$ cat src/rtl/multicycle_pkg.sv
// Shared types and constants for the multicycle controller: FSM states,
// instruction classes, opcode match values/masks and ALU operation codes.
package multicycle_pkg;

  typedef enum logic [2:0] {
    ST_FETCH     = 3'd0,
    ST_DECODE    = 3'd1,
    ST_EXECUTE   = 3'd2,
    ST_MEMORY    = 3'd3,
    ST_WRITEBACK = 3'd4,
    ST_HALT      = 3'd5
  } state_e;

  typedef enum logic [2:0] {
    CLS_NOP   = 3'd0,
    CLS_RTYPE = 3'd1,
    CLS_LDUR  = 3'd2,
    CLS_STUR  = 3'd3,
    CLS_CBZ   = 3'd4,
    CLS_CBNZ  = 3'd5,
    CLS_B     = 3'd6
  } iclass_e;

  localparam logic [10:0] OP_ADD  = 11'h458;
  localparam logic [10:0] OP_SUB  = 11'h658;
  localparam logic [10:0] OP_AND  = 11'h450;
  localparam logic [10:0] OP_ORR  = 11'h550;
  localparam logic [10:0] OP_LDUR = 11'h7C2;
  localparam logic [10:0] OP_STUR = 11'h7C0;
  localparam logic [10:0] OP_CBZ  = 11'h5A0;
  localparam logic [10:0] OP_CBNZ = 11'h5A8;
  localparam logic [10:0] MASK_CB = 11'h7F8;
  localparam logic [10:0] OP_B    = 11'h0A0;
  localparam logic [10:0] MASK_B  = 11'h7E0;

  localparam logic [1:0] ALU_ADD   = 2'b00;
  localparam logic [1:0] ALU_PASSB = 2'b01;
  localparam logic [1:0] ALU_FUNCT = 2'b10;

  function automatic logic op_match(input logic [10:0] op,
                                    input logic [10:0] val,
                                    input logic [10:0] mask);
    return (op & mask) == val;
  endfunction

endpackage

$ cat src/rtl/multicycle_control_if.sv
// Controller <-> datapath signal bundle; master is the controller side,
// slave is the datapath/memory side.
interface multicycle_control_if #(
  parameter int unsigned CNT_W = 16
);
  logic [10:0]      opcode;
  logic             mem_ready;
  logic             zero;
  logic             reg2_loc;
  logic             uncondbranch;
  logic             branch;
  logic             mem_read;
  logic             mem_to_reg;
  logic             mem_write;
  logic             alu_src;
  logic             reg_write;
  logic [1:0]       alu_op;
  logic             pc_write;
  logic             ir_write;
  logic             illegal;
  logic             fault;
  logic [2:0]       state;
  logic [CNT_W-1:0] retired;

  modport master (
    input  opcode, mem_ready, zero,
    output reg2_loc, uncondbranch, branch, mem_read, mem_to_reg, mem_write,
           alu_src, reg_write, alu_op, pc_write, ir_write, illegal, fault,
           state, retired
  );

  modport slave (
    output opcode, mem_ready, zero,
    input  reg2_loc, uncondbranch, branch, mem_read, mem_to_reg, mem_write,
           alu_src, reg_write, alu_op, pc_write, ir_write, illegal, fault,
           state, retired
  );
endinterface

$ cat src/rtl/multicycle_control_opcode_decoder.sv
// Combinational opcode[31:21] -> instruction class mapping with valid bit.
// Define CBNZ_EN to decode 5A8-5AF as CBNZ; otherwise those are illegal.
module opcode_decoder
  import multicycle_pkg::*;
(
  input  logic [10:0] opcode_i,
  output iclass_e     cls_o,
  output logic        valid_o
);

  always_comb begin
    cls_o = CLS_NOP;
    if (opcode_i == OP_ADD || opcode_i == OP_SUB ||
        opcode_i == OP_AND || opcode_i == OP_ORR) begin
      cls_o = CLS_RTYPE;
    end else if (opcode_i == OP_LDUR) begin
      cls_o = CLS_LDUR;
    end else if (opcode_i == OP_STUR) begin
      cls_o = CLS_STUR;
    end else if (op_match(opcode_i, OP_CBZ, MASK_CB)) begin
      cls_o = CLS_CBZ;
`ifdef CBNZ_EN
    end else if (op_match(opcode_i, OP_CBNZ, MASK_CB)) begin
      cls_o = CLS_CBNZ;
`endif
    end else if (op_match(opcode_i, OP_B, MASK_B)) begin
      cls_o = CLS_B;
    end
  end

  assign valid_o = (cls_o != CLS_NOP);

endmodule

$ cat src/rtl/multicycle_control.sv
// Multicycle LEGv8-style controller: FETCH/DECODE/EXECUTE/MEMORY/WRITEBACK FSM
// with memory-timeout HALT and retired counter. CBNZ_EN enables CBNZ decode.
module multicycle_control
  import multicycle_pkg::*;
#(
  parameter int unsigned CNT_W       = 16,
  parameter int unsigned MEM_TIMEOUT = 15
) (
  input logic                 clk,
  input logic                 rst,
  multicycle_control_if.master bus
);

  localparam int unsigned WAIT_W = $clog2(MEM_TIMEOUT + 2);

  state_e            state_q;
  iclass_e           cls_q;
  logic              fault_q;
  logic [CNT_W-1:0]  retired_q;
  logic [WAIT_W-1:0] wait_q;

  iclass_e dec_cls;
  logic    dec_valid;

  opcode_decoder u_dec (
    .opcode_i (bus.opcode),
    .cls_o    (dec_cls),
    .valid_o  (dec_valid)
  );

  always_ff @(posedge clk or posedge rst) begin
    if (rst) begin
      state_q   <= ST_FETCH;
      cls_q     <= CLS_NOP;
      fault_q   <= 1'b0;
      retired_q <= '0;
      wait_q    <= '0;
    end else begin
      case (state_q)
        ST_FETCH: begin
          if (bus.mem_ready) begin
            wait_q  <= '0;
            state_q <= ST_DECODE;
          end else if (wait_q == WAIT_W'(MEM_TIMEOUT)) begin
            fault_q <= 1'b1;
            state_q <= ST_HALT;
          end else begin
            wait_q <= wait_q + WAIT_W'(1);
          end
        end
        ST_DECODE: begin
          if (dec_valid) begin
            cls_q   <= dec_cls;
            state_q <= ST_EXECUTE;
          end else begin
            cls_q   <= CLS_NOP;
            state_q <= ST_FETCH;
          end
        end
        ST_EXECUTE: begin
          case (cls_q)
            CLS_RTYPE:           state_q <= ST_WRITEBACK;
            CLS_LDUR, CLS_STUR:  state_q <= ST_MEMORY;
            CLS_CBZ, CLS_CBNZ, CLS_B: begin
              retired_q <= retired_q + CNT_W'(1);
              state_q   <= ST_FETCH;
            end
            default:             state_q <= ST_FETCH;
          endcase
        end
        ST_MEMORY: begin
          if (bus.mem_ready) begin
            wait_q <= '0;
            if (cls_q == CLS_LDUR) begin
              state_q <= ST_WRITEBACK;
            end else begin
              retired_q <= retired_q + CNT_W'(1);
              state_q   <= ST_FETCH;
            end
          end else if (wait_q == WAIT_W'(MEM_TIMEOUT)) begin
            fault_q <= 1'b1;
            state_q <= ST_HALT;
          end else begin
            wait_q <= wait_q + WAIT_W'(1);
          end
        end
        ST_WRITEBACK: begin
          retired_q <= retired_q + CNT_W'(1);
          state_q   <= ST_FETCH;
        end
        ST_HALT: state_q <= ST_HALT;
        default: state_q <= ST_FETCH;
      endcase
    end
  end

  // Controls are a pure function of state, latched class and the live
  // handshake/flag inputs; ir_write is masked so reset shows only mem_read.
  always_comb begin
    bus.reg2_loc     = 1'b0;
    bus.uncondbranch = 1'b0;
    bus.branch       = 1'b0;
    bus.mem_read     = 1'b0;
    bus.mem_to_reg   = 1'b0;
    bus.mem_write    = 1'b0;
    bus.alu_src      = 1'b0;
    bus.reg_write    = 1'b0;
    bus.alu_op       = ALU_ADD;
    bus.pc_write     = 1'b0;
    bus.ir_write     = 1'b0;
    bus.illegal      = 1'b0;
    case (state_q)
      ST_FETCH: begin
        bus.mem_read = 1'b1;
        bus.ir_write = bus.mem_ready & ~rst;
      end
      ST_DECODE: begin
        bus.reg2_loc = (dec_cls == CLS_STUR) || (dec_cls == CLS_CBZ) ||
                       (dec_cls == CLS_CBNZ);
        bus.illegal  = ~dec_valid;
      end
      ST_EXECUTE: begin
        case (cls_q)
          CLS_RTYPE: bus.alu_op = ALU_FUNCT;
          CLS_LDUR, CLS_STUR: begin
            bus.alu_op  = ALU_ADD;
            bus.alu_src = 1'b1;
          end
          CLS_CBZ: begin
            bus.alu_op   = ALU_PASSB;
            bus.branch   = 1'b1;
            bus.pc_write = bus.zero;
          end
          CLS_CBNZ: begin
            bus.alu_op   = ALU_PASSB;
            bus.branch   = 1'b1;
            bus.pc_write = ~bus.zero;
          end
          CLS_B: begin
            bus.uncondbranch = 1'b1;
            bus.pc_write     = 1'b1;
          end
          default: ;
        endcase
      end
      ST_MEMORY: begin
        if (cls_q == CLS_LDUR) begin
          bus.mem_read = 1'b1;
        end else if (cls_q == CLS_STUR) begin
          bus.mem_write = 1'b1;
          bus.pc_write  = bus.mem_ready;
        end
      end
      ST_WRITEBACK: begin
        bus.reg_write  = 1'b1;
        bus.pc_write   = 1'b1;
        bus.mem_to_reg = (cls_q == CLS_LDUR);
      end
      default: ;
    endcase
  end

  assign bus.fault   = fault_q;
  assign bus.state   = state_q;
  assign bus.retired = retired_q;

endmodule

$ cat src/flat_wrapper.sv
// flat-port wrapper written by rule: the top's interface ports become plain ports
module multicycle_control_flat import multicycle_pkg::*;
#(
  parameter int unsigned CNT_W       = 16,
  parameter int unsigned MEM_TIMEOUT = 15
)
  (clk, rst, bus_opcode, bus_mem_ready, bus_zero, bus_reg2_loc, bus_uncondbranch, bus_branch, bus_mem_read, bus_mem_to_reg, bus_mem_write, bus_alu_src, bus_reg_write, bus_alu_op, bus_pc_write, bus_ir_write, bus_illegal, bus_fault, bus_state, bus_retired);
  multicycle_control_if #(.CNT_W(CNT_W)) bus_i ();
  input logic clk;
  input logic rst;
  input wire logic [$bits(bus_i.opcode)-1:0] bus_opcode;
  input wire logic [$bits(bus_i.mem_ready)-1:0] bus_mem_ready;
  input wire logic [$bits(bus_i.zero)-1:0] bus_zero;
  output wire logic [$bits(bus_i.reg2_loc)-1:0] bus_reg2_loc;
  output wire logic [$bits(bus_i.uncondbranch)-1:0] bus_uncondbranch;
  output wire logic [$bits(bus_i.branch)-1:0] bus_branch;
  output wire logic [$bits(bus_i.mem_read)-1:0] bus_mem_read;
  output wire logic [$bits(bus_i.mem_to_reg)-1:0] bus_mem_to_reg;
  output wire logic [$bits(bus_i.mem_write)-1:0] bus_mem_write;
  output wire logic [$bits(bus_i.alu_src)-1:0] bus_alu_src;
  output wire logic [$bits(bus_i.reg_write)-1:0] bus_reg_write;
  output wire logic [$bits(bus_i.alu_op)-1:0] bus_alu_op;
  output wire logic [$bits(bus_i.pc_write)-1:0] bus_pc_write;
  output wire logic [$bits(bus_i.ir_write)-1:0] bus_ir_write;
  output wire logic [$bits(bus_i.illegal)-1:0] bus_illegal;
  output wire logic [$bits(bus_i.fault)-1:0] bus_fault;
  output wire logic [$bits(bus_i.state)-1:0] bus_state;
  output wire logic [$bits(bus_i.retired)-1:0] bus_retired;
  assign bus_i.opcode = bus_opcode;
  assign bus_i.mem_ready = bus_mem_ready;
  assign bus_i.zero = bus_zero;
  assign bus_reg2_loc = bus_i.reg2_loc;
  assign bus_uncondbranch = bus_i.uncondbranch;
  assign bus_branch = bus_i.branch;
  assign bus_mem_read = bus_i.mem_read;
  assign bus_mem_to_reg = bus_i.mem_to_reg;
  assign bus_mem_write = bus_i.mem_write;
  assign bus_alu_src = bus_i.alu_src;
  assign bus_reg_write = bus_i.reg_write;
  assign bus_alu_op = bus_i.alu_op;
  assign bus_pc_write = bus_i.pc_write;
  assign bus_ir_write = bus_i.ir_write;
  assign bus_illegal = bus_i.illegal;
  assign bus_fault = bus_i.fault;
  assign bus_state = bus_i.state;
  assign bus_retired = bus_i.retired;
  multicycle_control #(.CNT_W(CNT_W), .MEM_TIMEOUT(MEM_TIMEOUT)) u_core (.clk(clk), .rst(rst), .bus(bus_i));
endmodule
$ cat config.mk
export PLATFORM = sky130hd
export DESIGN_NAME = multicycle_control_flat
export DESIGN_NICKNAME = d
export VERILOG_FILES = /design/src/rtl/multicycle_pkg.sv /design/src/rtl/multicycle_control_if.sv /design/src/rtl/multicycle_control_opcode_decoder.sv /design/src/rtl/multicycle_control.sv /design/src/flat_wrapper.sv
export SDC_FILE = /design/constraint.sdc
export NUM_CORES = 1
export LEC_CHECK = 0
export CORE_ASPECT_RATIO = 1.75
export CORE_MARGIN = 2
export CORE_UTILIZATION = 44
export CTS_CLUSTER_SIZE = 24
export DETAILED_ROUTE_END_ITERATION = 16
export HOLD_SLACK_MARGIN = 0.08
export PLACE_DENSITY = 0.77
export SLEW_MARGIN = 20
export SYNTH_ARGS = -nofsm -noshare
export SYNTH_HDL_FRONTEND = slang
export SYNTH_SLANG_ARGS = --single-unit
export TNS_END_PERCENT = 50
$ cat constraint.sdc
create_clock -name clk -period 2 [get_ports clk]
set_clock_uncertainty 0.1 [all_clocks]
set_input_delay 0.3 -clock clk [delete_from_list [all_inputs] [get_ports clk]]
set_output_delay 0.3 -clock clk [all_outputs]
set_load 0.01 [all_outputs]
**Word level (Yosys, flattened, before mapping)**

Index checks and enable logic that the tools add are counted.

- Output and inout bits: 33
- Memory bits (read-only): 0
- Register bits: 28
- Word-level logic and storage cells: 95
- Bits in writable memories: 0
- Latch bits: 0
- Input port bits: 15
- Memories kept: 0

- Multiply operators: 0
- Reductions and logical operators: 15
- Shift operators: 0
- Multiplexer cells: 41
- $add $sub $neg: 2
- $lt $le $gt $ge: 0
- Equal/unequal tests: 27
- Divide/modulo/power cells: 0
- Bitwise logic cells: 5

Operator list:

| cell | count |
|---|---|
| $eq A11 B11 Y1 const B | 6 |
| $mux W16 | 3 |
| $pmux W16 S3 | 1 |
| $mux W3 | 10 |
| $eq A3 B3 Y1 const B | 7 |
| $mux W1 | 17 |
| $add A16 B1 Y16 const B | 1 |
| $eq A3 B2 Y1 const B | 5 |
| $pmux W3 S5 | 1 |
| $mux W5 | 2 |
| $eq A8 B8 Y1 const B | 1 |
| $ne A2 B2 Y1 const B | 4 |
| $eq A3 B1 Y1 const B | 2 |
| $eq A6 B3 Y1 const B | 1 |
| $pmux W1 S3 | 2 |
| $pmux W3 S2 | 1 |
| $reduce_bool A3 Y1 | 2 |
| $reduce_or A2 Y1 | 3 |
| $add A5 B1 Y5 const B | 1 |
| $eq A5 B4 Y1 const B | 1 |
| $logic_or A1 B1 Y1 | 5 |
| $mux W2 | 2 |
| $not A1 Y1 | 4 |
| $pmux W2 S2 | 1 |
| other kinds (7) | 7 |

**Depth between registers and ports, before layout**

Gate-level depths: netlist (run 1).

- Depth after elaboration: 10
- Depth in mapped cells: 7

**By module**

From an unflattened synthesis (run 1), not the netlist that was laid out.

- Cells, all modules: 188
- Area total of the unflattened synthesis: 1778.0 µm²

Modules (own cells, without submodules):

| module | area each (µm²) | seq. area each (µm²) | instances | cells an instance |
|---|---|---|---|---|
| multicycle_control | 1654.1 | 700.7 | 1 | 170 |
| opcode_decoder | 123.9 | 0.0 | 1 | 18 |

**Least setup slack after synthesis (run 1)**

Ideal clock, no wire load.

- Path kind: flip-flop to output port
- Start: register u_core.state_q[1] (netlist: u_core.bus.state[1])
- End: output bus_reg2_loc
- Stages on the path, launching flop included: 6
- Buffers on the path: 2
- Arrival: 1.643 ns
- Required time: 1.600 ns
- Setup slack: -0.043 ns
- Cells stage by stage: dfrtp_1 > buf_2 > nand2b_1 > or2_2 > clkbuf_1 > nor4b_1

- Cells in the longest elaborated chain, start to end: 2

Ends and longest elaborated chain:

| element | RTL line | RTL |
|---|---|---|
| start: declaration | multicycle_control.sv:16 | `state_e state_q;` |
| start signal: assignment | multicycle_control.sv:33 | `state_q <= ST_FETCH;` |
| start signal: assignment | multicycle_control.sv:43 | `state_q <= ST_DECODE;` |
| start signal: assignment | multicycle_control.sv:46 | `state_q <= ST_HALT;` |
| $eq A3 B1 Y1 | multicycle_control.sv:112 | `case (state_q)` |
| $mux W1 | multicycle_control.sv:112 |  |
| end: declaration | flat_wrapper.sv:14 | `output wire logic [$bits(bus_i.reg2_loc)-1:0] bus_reg2_loc;` |

No other way between the ends.

**Worst setup path in the final report (run 1)**

Ends and elaborated chain as after synthesis.

==> results.toml, run 1 <==
[critical_path]
r2r_slack_ps = 40
rr_worst_depth = 6
cp_max_fo = 3
crit_path_start = "u_core.bus.state[1]"
criticalPathCategory = "reg2out"
cp_data_required_time_ps = 1600
critPathArrivalTime_ps = 1620
r2r_start = "u_core.wait_q[0]"
startpoint_type = "register"
cp-end-kind = "output port"
reg2reg_to = "u_core.bus.state[1]"

[yosys]
synth_commonest_cells = "dfrtp_1 (28), xnor2_1 (16), nor2_1 (13)"
ys_ff_latch = 28
synth_nets = 209
yosysMostFrequentCell = "dfrtp_1"
synth_top_family_by_area = "simple AND/OR/NAND/NOR gates"
synth.distinct_cells = 50
synth-xor-area-share = 0.0780
synth_fa_ha_area_frac = 0.0209
synthCells = 191
syn_area_um2 = 1800
yosysSeqAreaShare = 0.390
async_flop_share = 1.00
synth_edf_count = 0
yosysWarnings = 0
syn_area_per_cell_um2 = 9.40
yosysTopAreaCell = "dfrtp_1"
synth_ff_type = "dfrtp_1"
muxShareOfSynthArea = 0.0286
synth_area_leaders = "dfrtp_1 (39%), xnor2_1 (7.8%), o2111ai_1 (3.9%)"
synth_compound_area_frac = 0.188
synth_top_area_share = 0.390
synthSimpleGateAreaFrac = 0.245

[global_routing]
grtUsageMet2 = 0.422
grt_max_degree = 29
grt.busiest_layer = "met2"
use_met3 = 0.0135
grt_pass1_vias = 1814
gr-total-overflow = 0
grt_use_met1 = 0.231
grt_pass1_wl_um = 7880
antenna_found_initial = 0
grt_usage = 0.223

[status]
violations = "negative setup slack"
status = "finished with violations"

[finish]
fin_cells = 329
n_antenna_cell = 0
fillCellCount = 289
synthToLayoutAreaGrowth_pct = 58.4
multiInputGateArea_um2 = 1150
final_layout_size_suffix_gt1_frac = 0.335
final_nets = 300
register_area_um2 = 704

[sta]
worst_pin_slew_ps = 428
setup_viol = 2
relSlewSlack = 0.713
final_hold_viol_count = 0
min_period_ps = 2020
drv_slew = 0
finalWorstSetupSlack_ps = -23.9
max_freq_ghz = 0.494
rsz0062_at_grt = "yes"
finalCritPeriodShare = 1.01

[placed_design]
dp_hpwl_um = 3590
dpl.cell_count = 314
pre_cts_ws_ps = -512
portBuffers = 47
place_congestion = 0.905

[route]
ant_nets = 0
wire_per_inst_um = 15.3
drc = 0
drtIter0Drc = 26
wirelength_um = 5030
first_pass_iters = 4
viasPerCell = 5.62
dr_total_vias = 1849

[floorplan]
fp.coreArea_um2 = 3900
die_h_um = 88.5
row_count = 30
die-area_um2 = 4630
die_w_um = 52.3
ios = 48
start_util = 0.460

[power_and_ir_drop]
p_leak_uw = 0.00129
ir_worst_vdd_mv = 0.431
power.density_nw_per_um2 = 522

[worst_hold_path]
min_path_type = "in2async"

[cts]
cts_max_level = 1
clock_latency_ps = 280
clkSinkCount = 28
clk_pin_slew_ps = 100
cts_tree = "done"
cts_root_buf = "clkbuf_8"
clockBufferDepth = 2
cts-buffers-inserted = 3
ctsHoldBuffers = 0

[flow_run]
maxCapViolations = 0
==> how the worst max path moves through the flow <==
stage,to,slack (ps)
floorplan,u_core.bus.state[1],40
global placement,bus_illegal,-480
detailed placement,bus_illegal,-510
CTS,bus_illegal,-280
global route,bus_reg2_loc,-90
finish,bus_reg2_loc,-20
==> layout make-up <==
cell class,instances,area share
Multi-Input combinational cell,145,0.404
Timing Repair Buffer,99,0.296
Sequential cell,28,0.248
Tap cell,48,0.0211
Clock buffer,3,0.0145
Clock inverter,1,0.0106
Inverter,5,0.00660
==> per-layer routing <==
metal / part of all wire / up-vias
met1: 0.37 / 894
li1: - / 889
met5: 0 / -
met3: 0.028 / 16
met2: 0.56 / 50
met4: 0.037 / 0
==> cells by family (layout without fill, tap and decap cells) <==
group / count (synthesis) / in the layout
multiplexers: 5 / 5
XOR/XNOR: 16 / 16
buffers and inverters: 18 / 108
adder cells (fa/ha/maj): 3 / 3
AND/OR/NAND/NOR: 70 / 70
AO/OA/AOI/OAI: 51 / 51
flip-flops: 28 / 28
==> critical path, cell delays in order (launching register included) <==
cell	delay (ps)
dfrtp_1	400
buf_4	130
nand2b_4	130
or2_4	270
nor4b_2	260
buf_2	160
==> sequential cells by signal (all words and copies together), names as in the netlist <==
signal              flops
u_core.cls_q            3
u_core.wait_q           5
u_core.bus.state        3
u_core.bus.retired     16
u_core.bus.fault        1
==> placed cells by master (no fill, tap or decap), types with 4 or more instances in the layout <==
cell             netlist  final
nor2_1                13     10
clkbuf_2               2      5
o21ai_0                8      5
xnor2_1               16     16
inv_1                  5      5
dlymetal6s2s_1         0      6
a21oi_1               10      9
dlygate4sd2_1          0      9
buf_4                  2     52
o21ai_1                5      8
nand2_1                8      8
o2111ai_1              8      7
a31oi_1                4      4
clkdlybuf4s50_1        0     22
and3_1                 8      8
mux2i_1                4      4
dfrtp_1               28     25
==> metrics by stage <==
step,TNS [ps],hold WS [ps],util,power (µW),area [µm²]
after floorplan,0,265,-,822,1800
after detailed placement,-3140,363,0.662,1000,2580
after CTS,-286,333,0.706,1460,2760
after global routing,-191,392,0.729,1550,2840
after global placement,-2840,348,0.662,988,2580
final,-31.6,332,0.729,1480,2840
==> what timing repair did <==
item | 4_1_cts | 5_1_grt
endpoints found under the setup margin | 14 | 20
resized for setup | 43 | 32
buffers inserted | 5 | 6
pin swaps | 3 | 8
==> power by group <==
part           leakage, µW  internal, µW  switching [µW]  total (µW)
Clock            0.0000357           268             189         457
Combinational     0.000884           200             169         369
Sequential        0.000371           608            49.5         657
Total              0.00129          1080             408        1480
No activity file was read; power rests on OpenSTA's default activity.
==> run 2, diff against run 1 <==
- CORE_MARGIN: 2 -> 1.5
- CORE_UTILIZATION: 44 -> 52
- PLACE_DENSITY: 0.77 -> 0.85
- clock period: 2 -> 2.6 ns (I/O delays scaled with it)
==> results.toml, run 2 (same netlist as run 1, synthesis figures left out) <==
[sta]
max_freq_ghz = 0.403
drv_slew = 0
worst_pin_slew_ps = 384
min_period_ps = 2480
finalCritPeriodShare = 0.955
setup_viol = 0
final_hold_viol_count = 0
rsz0062_at_grt = "no"
relSlewSlack = 0.737

[placed_design]
place_congestion = 0.850
place_area_um2 = 2390
dp_hpwl_um = 3250
portBuffers = 47

[cts]
ctsHoldBuffers = 0
cts-buffers-inserted = 3
clock_latency_ps = 270
cts_tree = "done"
clk_pin_slew_ps = 100
cts_root_buf = "clkbuf_8"
clkSinkCount = 28
clockBufferDepth = 2
cts_max_level = 1

[finish]
fin_util = 0.755
largest_reg_flops = 16
final_common_cell = "clkdlybuf4s50_1"
n_antenna_cell = 0
layout_common_cells = "clkdlybuf4s50_1 (43), dfrtp_1 (26), buf_4 (20)"
final_nets = 268
synthToLayoutAreaGrowth_pct = 40.0
final_cell_area_um2 = 2510
final_layout_size_suffix_gt1_frac = 0.149

[critical_path]
critPathArrivalTime_ps = 1990
cp_data_required_time_ps = 2110
cp-end-kind = "output port"
cp_max_fo = 10
startpoint_type = "register"
criticalPathCategory = "reg2out"

[global_routing]
antenna_found_initial = 0
gr-total-overflow = 0
grt_pass1_wl_um = 7140
grt_max_degree = 29
grt_pass1_vias = 1658
grt_usage = 0.248

[power_and_ir_drop]
p_sw_uw = 284
ir_worst_vdd_mv = 0.390
p_clk_frac = 0.314
p_leak_uw = 0.00105
power.density_nw_per_um2 = 430
finalPower_uw = 1080
swShare = 0.263
pwr-share-seq = 0.473
p_int_uw = 797
comb_power_share = 0.212

[worst_hold_path]
min_path_type = "reg2reg"

[status]
status = "finished clean"

[route]
first_pass_iters = 4
ant_nets = 0
drtIter0Drc = 40
drc = 0
wirelength_um = 4400
wire_per_inst_um = 15.0
viasPerCell = 5.91
dr_total_vias = 1738

[floorplan]
die_h_um = 80.7
ios = 48
row_count = 28
fp.coreArea_um2 = 3330
die-area_um2 = 3830
start_util = 0.539
die_w_um = 47.4

[flow_run]
maxCapViolations = 0
==> run 2: changes by cell type in the layout (fill, tap and decap cells not counted), moves of 4 or more <==
cell,previous run,this run
clkbuf_2,5,0
clkdlybuf4s50_1,22,43
dlygate4sd2_1,9,2
dlymetal6s2s_1,6,2
buf_4,52,20
==> run 2: layer usage <==
metal | global-route usage | routed length [µm]
met2 | 0.447 | 2480
met5 | 0 | 0
met4 | 0.0944 | 92
met1 | 0.285 | 1670
met3 | 0.0178 | 159
==> run 2: power groups by stage <==
stage               registers (µW)  clock network (µW)  logic [µW]
finish                         512                 340         229
global route                   518                 368         250
CTS                            511                 344         232
detailed placement             519                   0         225
global placement               517                   0         218
floorplan                      513                   0         120
==> run 2: path summary, 6_finish.rpt <==
check                                        from                endpoint  slack (ps)  cells after the start
setup / recovery              u_core.bus.state[2]        bus_uncondbranch         120                      5
hold reg to reg            u_core.bus.retired[15]  u_core.bus.retired[15]         370                      1
max in group asynchronous                     rst         u_core.cls_q[1]        1690                      3
hold / removal             u_core.bus.retired[15]  u_core.bus.retired[15]         370                      1
setup reg to reg                 u_core.wait_q[0]     u_core.bus.state[1]         420                      6
min in group asynchronous                     rst     u_core.bus.state[1]         410                      3
==> run 2: timing repair <==
item / CTS / global route
setup buffers: 0 / 1
setup endpoints to repair: 3 / 5
gates resized for setup: 7 / 5
pin swaps: 0 / 2
gates cloned: 0 / 0
==> run 2: layout make-up <==
type                    instances  area (µm²)
flip-flops and latches         28         703
multi-input cells             145        1040
fillers                       243         815
clock buffers                   3        41.3
inverters                       5        18.8
repair buffers                 67         623
clock inverters                 1        30.0
well taps                      45        56.3
==> run 2: critical path: stages (launching register included) <==
cell,delay [ps]
dfrtp_2,480
nand2b_2,260
nor2_1,110
nand2_1,70
nor3b_1,230
clkdlybuf4s50_1,580
==> run 2: metrics by stage <==
stage / worst slack, ps / instances / hold slack [ps] / setup TNS, ps
finish: 116 / 294 / 371 / 0
CTS: -34.1 / 293 / 380 / -34.1
global placement: -99.4 / 289 / 348 / -175
floorplan: 467 / 191 / 339 / 0
detailed placement: -160 / 289 / 359 / -239
global route: 6.65 / 294 / 401 / 0
